File: src/rtl/dpram_fifo_ctrl.sv
// dpram_fifo_ctrl: FWFT FIFO controller for an external one-cycle-latency dual-port RAM.
// Define DPRAM_FIFO_CTRL_HWM_EN to add the hwm high-water-mark port.
module dpram_fifo_ctrl #(
    parameter int DATA_WIDTH = 16,
    parameter int ADDR_WIDTH = 5
) (
    input  logic                  clk,
    input  logic                  rst_n,
    input  logic [DATA_WIDTH-1:0] s_data,
    input  logic                  s_valid,
    output logic                  s_ready,
    output logic [DATA_WIDTH-1:0] m_data,
    output logic                  m_valid,
    input  logic                  m_ready,
    output logic [ADDR_WIDTH+1:0] count,
`ifdef DPRAM_FIFO_CTRL_HWM_EN
    output logic [ADDR_WIDTH+1:0] hwm,
`endif
    output logic [ADDR_WIDTH-1:0] ram_addr_a,
    output logic [DATA_WIDTH-1:0] ram_data_a,
    output logic                  ram_we_a,
    output logic [ADDR_WIDTH-1:0] ram_addr_b,
    output logic                  ram_we_b,
    input  logic [DATA_WIDTH-1:0] ram_q_b
);
    localparam int CW = ADDR_WIDTH + 2;
    logic [ADDR_WIDTH-1:0] wr_ptr_q, wr_ptr_d, rd_ptr_q, rd_ptr_d;
    logic [ADDR_WIDTH:0]   used_q, used_d;
    logic                  infl_q, infl_d;
    logic [1:0]            ocnt_q, ocnt_d, ocnt_pop;
    logic [DATA_WIDTH-1:0] b0_q, b0_d, b1_q, b1_d;
    logic                  wr, pop, issue;
    // used_q never exceeds DEPTH, so its MSB alone flags full
    assign s_ready    = rst_n && !used_q[ADDR_WIDTH];
    assign wr         = s_valid && s_ready;
    assign m_valid    = ocnt_q != 2'd0;
    assign m_data     = b0_q;
    assign pop        = m_valid && m_ready;
    assign issue      = used_q != '0 && ({1'b0, ocnt_q} + {2'b0, infl_q} - {2'b0, pop}) < 3'd2;
    assign ram_we_a   = wr;
    assign ram_addr_a = wr_ptr_q;
    assign ram_data_a = s_data;
    assign ram_addr_b = rd_ptr_q;
    assign ram_we_b   = 1'b0;
    assign count      = CW'(used_q) + CW'(infl_q) + CW'(ocnt_q);
    always_comb begin
        wr_ptr_d = wr_ptr_q + ADDR_WIDTH'(wr);
        rd_ptr_d = rd_ptr_q + ADDR_WIDTH'(issue);
        used_d   = used_q + (ADDR_WIDTH+1)'(wr) - (ADDR_WIDTH+1)'(issue);
        infl_d   = issue;
        ocnt_pop = ocnt_q - 2'(pop);
        ocnt_d   = ocnt_pop + 2'(infl_q);
        b0_d     = infl_q && ocnt_pop == 2'd0 ? ram_q_b : pop ? b1_q : b0_q;
        b1_d     = infl_q && ocnt_pop != 2'd0 ? ram_q_b : b1_q;
    end
    always_ff @(posedge clk) begin
        if (!rst_n) begin
            wr_ptr_q <= '0;
            rd_ptr_q <= '0;
            used_q   <= '0;
            infl_q   <= 1'b0;
            ocnt_q   <= 2'd0;
            b0_q     <= '0;
            b1_q     <= '0;
        end else begin
            wr_ptr_q <= wr_ptr_d;
            rd_ptr_q <= rd_ptr_d;
            used_q   <= used_d;
            infl_q   <= infl_d;
            ocnt_q   <= ocnt_d;
            b0_q     <= b0_d;
            b1_q     <= b1_d;
        end
    end
`ifdef DPRAM_FIFO_CTRL_HWM_EN
    localparam logic [CW-1:0] CAP = CW'(2**ADDR_WIDTH + 2);
    logic [CW-1:0] count_d, hwm_q, hwm_d;
    assign count_d = CW'(used_d) + CW'(infl_d) + CW'(ocnt_d);
    assign hwm_d   = count_d > hwm_q ? (count_d > CAP ? CAP : count_d) : hwm_q;
    assign hwm     = hwm_q;
    always_ff @(posedge clk) begin
        hwm_q <= !rst_n ? '0 : hwm_d;
    end
`endif
endmodule

File: config.mk
export PLATFORM = sky130hd
export DESIGN_NAME = dpram_fifo_ctrl
export DESIGN_NICKNAME = d
export VERILOG_FILES = /design/src/rtl/dpram_fifo_ctrl.sv
export SDC_FILE = /design/constraint.sdc
export NUM_CORES = 1
export LEC_CHECK = 0
export BUFFER_PORTS_ARGS = -buffer_cell sky130_fd_sc_hd__buf_4
export CORE_MARGIN = 5
export CORE_UTILIZATION = 45
export DETAILED_ROUTE_END_ITERATION = 6
export PLACE_DENSITY_LB_ADDON = 0.05
export SLEW_MARGIN = 0
export SYNTH_ARGS = -nofsm -noshare
export SYNTH_HDL_FRONTEND = slang
export SYNTH_SLANG_ARGS = --single-unit
File: constraint.sdc
create_clock -name clk -period 6.2 [get_ports clk]
set_clock_uncertainty 0.05 [all_clocks]
set_input_delay 0.31 -clock clk [delete_from_list [all_inputs] [get_ports clk]]
set_output_delay 0.31 -clock clk [all_outputs]
set_load 0.01 [all_outputs]
==> impl_metrics.tcl, run 1 <==
set metrics [dict create \
    cp_data_required_time_ps 6350 \
    cts_root_buf "clkbuf_8" \
    fp.dieH_um 86.5 \
    filler_cell_count 540 \
    cts_resized 0 \
    max_freq_mhz 247 \
    critPathCaptureType "flip-flop" \
    netlist_area_sq_um 2640 \
    antenna_found_initial 0 \
    synth_area_per_cell_sq_um 9.42 \
    htreeDepth 2 \
    start_kind "flip-flop" \
    synth.net_count 339 \
    critPathMaxFanout 17 \
    synthTopCellsByCount "dfxtp_1, o21ai_0, nand2_1" \
    p_int_mw 0.880 \
    drtAntennaViolNets 0 \
    grtUsageTotal_pct 14.9 \
    grt-ovfl-total 0 \
    swShare_pct 38.6 \
    clk_pin_slew_ps 90 \
    p_switching_mw 0.552 \
    cts_hold_buffers 0 \
    ys_ff_latch 51 \
    vias_per_cell 4.84 \
    seq_area_frac_synth_pct 38.7 \
    async_reset_ff_share_pct 0 \
    die_w_um 86.5 \
    coreArea_sq_um 5610 \
    grt_first_pass_wirelength_um 9110 \
    hold_path_class "in -> reg" \
    p_seq_share_pct 36.0 \
    synth_edf_count 0 \
    power_mw 1.43 \
    synth_top_cell_area_share_pct 38.7 \
    powerDensity_nw_per_um2 470 \
    gp_congestion 0.733 \
    wirelength_um 5110 \
    arrival_ps 4200 \
    numClockSinks 51 \
    clock_path_buffers 2 \
    worstSkewPairLatency_ps 300 \
    avgRoutedWirePerCell_um 13.2 \
    slew_headroom_pct 52.8 \
    ys_warn_count 0 \
    comb_power_share_pct 49.2 \
    final_hold_viol_count 0 \
    syn_to_final_growth_pct 15.6 \
    leakagePower_nw 1.47 \
    final.min_clock_period_ps 4050 \
    slew_viol_final 0 \
    outcome "complete, no violations" \
    rows 27 \
    yosys.cell_types.count 35 \
    num_io_pins 89 \
    cap_violations 0 \
    final_nets 373 \
    grt_max_degree 57 \
    diodes 0 \
    setup_violations 0 \
    dp_hpwl_um 3620 \
    drt_iter0_markers 66 \
    clkPwrFrac_pct 14.8 \
    ys_top_cells_by_area "dfxtp_1, ha_1, mux2i_1" \
    fin_tns_setup_ps 0 \
    final_util_pct 54.4 \
    tightest_slew_ps 705 \
    port_buffers 55 \
    first_global_vias 1982 \
    path_class "reg -> reg" \
    fin_cells 387 \
    dieArea_sq_um 7490 \
    drc 0 \
    ir_worst_vdd_v 0.000200 \
    initial_core_util_pct 47.0 \
    yosysMostFrequentCell "dfxtp_1" \
    postCtsSetupRepairBufs 0 \
    numCtsBuffers 5 \
    fin_crit_sh_pct 65.3 \
    first_pass_iters 4 \
    drive_gt1_share_pct 21.9 \
    rsz0062_at_grt "false" \
    r2r_slack_ps 2150 \
    postSynthCellCount 280 \
    synth_top_flop_cell "dfxtp_1" \
    dp_cells 379 \
    vias 1873 \
    yosysTopAreaCell "dfxtp_1" \
    tritoncts "built" \
]
-- registers in the layout (all words and copies together) (netlist names) --
| signal | count |
|---|---|
| b1_q | 16 |
| ram_addr_a | 5 |
| ocnt_q | 2 |
| infl_q | 1 |
| used_q | 6 |
| m_data | 16 |
| ram_addr_b | 5 |
-- area by class of cell --
class,count,area (sq um),area share (%)
Multi-Input combinational cell,183,1350,44.4
Clock inverter,1,7.51,0.246
Tap cell,72,90.1,2.96
Sequential cell,51,1020,33.5
Inverter,18,67.6,2.22
Clock buffer,7,96.3,3.16
Timing Repair Buffer,55,413,13.5
-- per-layer routing --
metal,global-route usage (%),share of wire (%),vias to the layer above
met5,0,0,-
met4,3.54,0.33,0
met3,4.94,6.3,4
met2,24.1,45,54
met1,19.1,48,832
li1,-,-,983
-- per-stage QoR --
stage,setup WS (ps),area (sq um),hold slack (ps)
4_1_cts,2110,3050,194
3_5_place_dp,2130,2940,416
2_1_floorplan,2460,2640,394
6_report,2150,3050,209
3_3_place_gp,2200,2940,415
5_1_grt,1830,3050,198
-- logic make-up after synthesis --
kind of cell / synth area share [%]
xor gates and xnor gates: 4.32
other: 0.142
AOI/OAI and AO/OA: 12.4
and+or+nand+nor: 15.6
adders and majority gates: 12.1
DFF: 38.7
buffers and inverters: 9.97
muxes: 6.83
-- layout by cell type (no fill, tap or decap) --
cell and count:
xor2_1 5, o311a_1 1, a41o_1 1, inv_1 16, a21o_1 1, o311ai_0 1
ha_1 19, inv_2 2, o211ai_1 1, nand2b_1 2, o21ai_2 1, conb_1 1
buf_4 55, xnor2_1 8, and3_1 3, clkbuf_8 7, nor4b_1 2, o21ai_1 9
o21ai_0 23, nand3b_4 1, nand2_1 20, or3_1 1, fa_1 4, clkinvlp_4 1
nor3_4 1, nand3_1 5, mux2i_1 18, a21oi_1 17, nor2b_1 19, a31oi_1 2
and2_1 16, dfxtp_1 51, o21ai_4 1
-- power groups by stage --
stage | Sequential [mW] | Combinational, mW | Clock (mW)
final | 0.515 | 0.705 | 0.211
after floorplan | 0.537 | 0.475 | 0
after CTS | 0.517 | 0.719 | 0.220
after global placement | 0.522 | 0.713 | 0
after detailed placement | 0.523 | 0.716 | 0
after global routing | 0.532 | 0.817 | 0.230
-- worst paths after layout --
kind	from	end	cells past startpoint
setup / recovery	ocnt_q[1]	used_q[4]	17
hold / removal	ram_q_b[0]	m_data[0]	3
setup reg to reg	ocnt_q[1]	used_q[4]	17
hold reg to reg	b1_q[10]	m_data[10]	2
-- worst max-delay path, cell delays in order (launching register included) --
cell and delay (ps):
dfxtp_1 410, o21ai_2 590, inv_1 100, ha_1 350, inv_2 140, nand2_1 80, fa_1 390, xnor2_1 140
o311a_1 240, ha_1 240, inv_1 50, ha_1 150, inv_1 60, fa_1 370, nand2b_1 170, a21oi_1 160
o21ai_0 90, and3_1 160
Note: power is estimated with default switching activity, not from simulation.
==> inputs of run 2 (changes only) <==
--- a/config.mk
+++ b/config.mk
@@ -5,6 +5,7 @@
 export SDC_FILE = /design/constraint.sdc
 export NUM_CORES = 1
 export LEC_CHECK = 0
+export ABC_AREA = 1
 export BUFFER_PORTS_ARGS = -buffer_cell sky130_fd_sc_hd__buf_4
 export CORE_MARGIN = 5
 export CORE_UTILIZATION = 45
==> constraint.sdc (replaced) <==
create_clock -name clk -period 3.5 [get_ports clk]
set_clock_uncertainty 0.05 [all_clocks]
set_input_delay 0.175 -clock clk [delete_from_list [all_inputs] [get_ports clk]]
set_output_delay 0.175 -clock clk [all_outputs]
set_load 0.01 [all_outputs]
==> run 2 against run 1 <==
  * Sequential share of layout area fell by 1.1 points
  * Clock power rose by 76%
  * Sequential power rose by 66%
  * Routed wire length rose by 8.6%
  * First-iteration DRC count rose by 71%
  * Flip-flop and latch count did not move
  * Register-to-register slack got worse by 1900 ps
  * Power rose by 88%
  * Non-clock buffer count rose by 3
==> impl_metrics.tcl, run 2 <==
set metrics [dict create \
    final.min_clock_period_ps 3210 \
    num_io_pins 89 \
    synth.net_count 420 \
    grt_first_pass_wirelength_um 9510 \
    numClockSinks 51 \
    clk_pin_slew_ps 90 \
    drc 0 \
    ir_worst_vdd_v 0.000458 \
    tritoncts "built" \
    coreArea_sq_um 5920 \
    htreeDepth 2 \
    async_reset_ff_share_pct 0 \
    layout_setup_ws_ps 289 \
    synth_top_cell_area_share_pct 37.4 \
    drt_iter0_markers 113 \
    register_area_sq_um 1020 \
    filler_cell_count 596 \
    synth_top_flop_cell "dfxtp_1" \
    diodes 0 \
    start_kind "flip-flop" \
    ys_top_cells_by_area "dfxtp_1, ha_1, inv_1" \
    cts_hold_buffers 0 \
    yosysMostFrequentCell "inv_1" \
    path_class "reg -> reg" \
    crit_family "adder cells" \
    grt-ovfl-total 0 \
    final_nets 454 \
    hold_end "b1_q[6]" \
    arrival_ps 3360 \
    grtUsageTotal_pct 15.3 \
    crit_top_cell "inv_1" \
    netlist_area_sq_um 2730 \
    critical_path_buf_inv_count 6 \
    port_buffers 55 \
    synth_area_per_cell_sq_um 7.56 \
    max_freq_mhz 311 \
    final_hold_viol_count 0 \
    min_path_cells 3 \
    setup_violations 0 \
    drtAntennaViolNets 0 \
    critPathCaptureType "flip-flop" \
    synthTopCellsByCount "inv_1, nand2_1, dfxtp_1" \
    critPathMaxFanout 3 \
    multi_input_area_sq_um 1260 \
    vias_per_cell 4.62 \
    grt_max_degree 35 \
    slew_viol_final 0 \
    critPathSlowestCell "fa_1" \
    yosys.cell_types.count 25 \
    syn_to_final_growth_pct 15.6 \
    die_w_um 87.9 \
    slew_headroom_pct 40.6 \
    mostFrequentLayoutCells "inv_1, buf_4, nand2_1, dfxtp_1, nand3_1" \
    pre_cts_ws_ps 212 \
    drive_gt1_share_pct 19.4 \
    leakagePower_nw 1.59 \
    fin_crit_sh_pct 91.7 \
    tightest_slew_ps 889 \
    cp_data_required_time_ps 3640 \
    gp_congestion 0.790 \
    fp.dieH_um 87.9 \
    ys_warn_count 0 \
    fin_hold_ws_ps 89.1 \
    first_global_vias 2099 \
    clock_path_buffers 2 \
    rr_startpoint "ocnt_q[0]" \
    dieArea_sq_um 7720 \
    initial_core_util_pct 46.1 \
    fin_tns_setup_ps 0 \
    r2r_slack_ps 290 \
    path_cells "inv_1 > nand2_2 > nand2_4 > inv_1 > ha_4 > inv_2 > nand2_1 > fa_1 > xnor2_1 > nand2_1 > nor2_2 > ha_1 > inv_1 > ha_1 > inv_1 > fa_1 > inv_1 > nand3_1 > a21oi_1 > nor2_1" \
    placed_area_sq_um 3040 \
    max_stage_delay_ps 390 \
    r2r_cells 20 \
    postSynthCellCount 361 \
    outcome "complete, no violations" \
    yosysTopAreaCell "dfxtp_1" \
    powerDensity_nw_per_um2 854 \
    worstSkewPairLatency_ps 300 \
    rows 28 \
    ys_ff_latch 51 \
    cap_violations 0 \
    design_area_sq_um 3150 \
    first_pass_iters 4 \
    dp_hpwl_um 3870 \
    avgRoutedWirePerCell_um 11.8 \
    wirelength_um 5550 \
    rsz0062_at_grt "false" \
    r2r-end "used_q[4]" \
    vias 2177 \
    final_common_cell "inv_1" \
    seq_area_frac_synth_pct 37.4 \
    synth_edf_count 0 \
    antenna_found_initial 0 \
    cts_root_buf "clkbuf_8" \
    hold_path_class "in -> reg" \
    numCtsBuffers 5 \
    hold_start "ram_q_b[6]" \
]
## run 2: cell count changes after synthesis, moves of 18 or more
cell	before	now
mux2i_1	18	0
nand2_1	20	54
inv_1	16	61
a21oi_1	17	36
nor2_1	0	24
nand3_1	5	39
nor2b_1	19	0
## run 2: how the worst max path moves through the flow
stage,from,end,slack (ps),cells past startpoint
after floorplan,ocnt_q[1],used_q[4],270,20
after global placement,ocnt_q[0],used_q[4],320,20
after detailed placement,ocnt_q[0],used_q[4],210,20
after CTS,ocnt_q[0],used_q[4],190,20
after global routing,ocnt_q[0],used_q[4],20,20
final,ocnt_q[0],used_q[4],290,20
## run 2: tightest hold or removal path, delay by kind of cell
kind	cells	cell delay (ps)
buf+inv	1	80
simple gates	1	80
compound gates	1	70
## run 2: cell type report
| type | count | area share, % |
|---|---|---|
| tap | 75 | 2.98 |
| clock inverter | 1 | 0.238 |
| clock buffer | 7 | 3.05 |
| timing repair buffer | 58 | 13.8 |
| sequential | 51 | 32.4 |
| inverter | 65 | 7.74 |
| multi-input combinational | 214 | 39.8 |
## run 2: routing by layer
| metal | vias to the layer above | track usage, % | part of all wire, % |
|---|---|---|---|
| met5 | - | 0 | 0 |
| met4 | 0 | 3.77 | 1.1 |
| met2 | 34 | 26.2 | 47 |
| li1 | 1177 | - | - |
| met3 | 9 | 4.33 | 6.2 |
| met1 | 957 | 18.9 | 45 |
## run 2: kinds of logic (layout without fill, tap and decap cells)
family                     count (synthesis)  in the layout  share of synthesized area, %
xor gates and xnor gates                   9              9                          2.89
buffers and inverters                     96            131                          17.1
adders and majority gates                 23             23                          11.6
and+or+nand+nor                          125            125                          20.4
AOI/OAI and AO/OA                         56             56                          10.4
DFF                                       51             51                          37.4
other                                      1              1                         0.137
## run 2: timing repair
item | in CTS | in global routing
endpoints found under the setup margin | 0 | 1
buffers inserted | 0 | 0
gates resized for setup | 0 | 2
## run 2: where the power goes
group          leakage [nW]  internal [mW]  switching, mW
combinational          1.12          0.613          0.856
clock                0.0505          0.180          0.191
sequential            0.416          0.754         0.0996
total                  1.59           1.55           1.15
## run 2: per-stage QoR
| step | util [%] | instances | power, mW |
|---|---|---|---|
| floorplan | - | 361 | 1.96 |
| global placement | 51.3 | 463 | 2.31 |
| detailed placement | 51.3 | 463 | 2.34 |
| CTS | 53.0 | 471 | 2.72 |
| global route | 53.3 | 471 | 2.99 |
| finish | 53.3 | 471 | 2.69 |
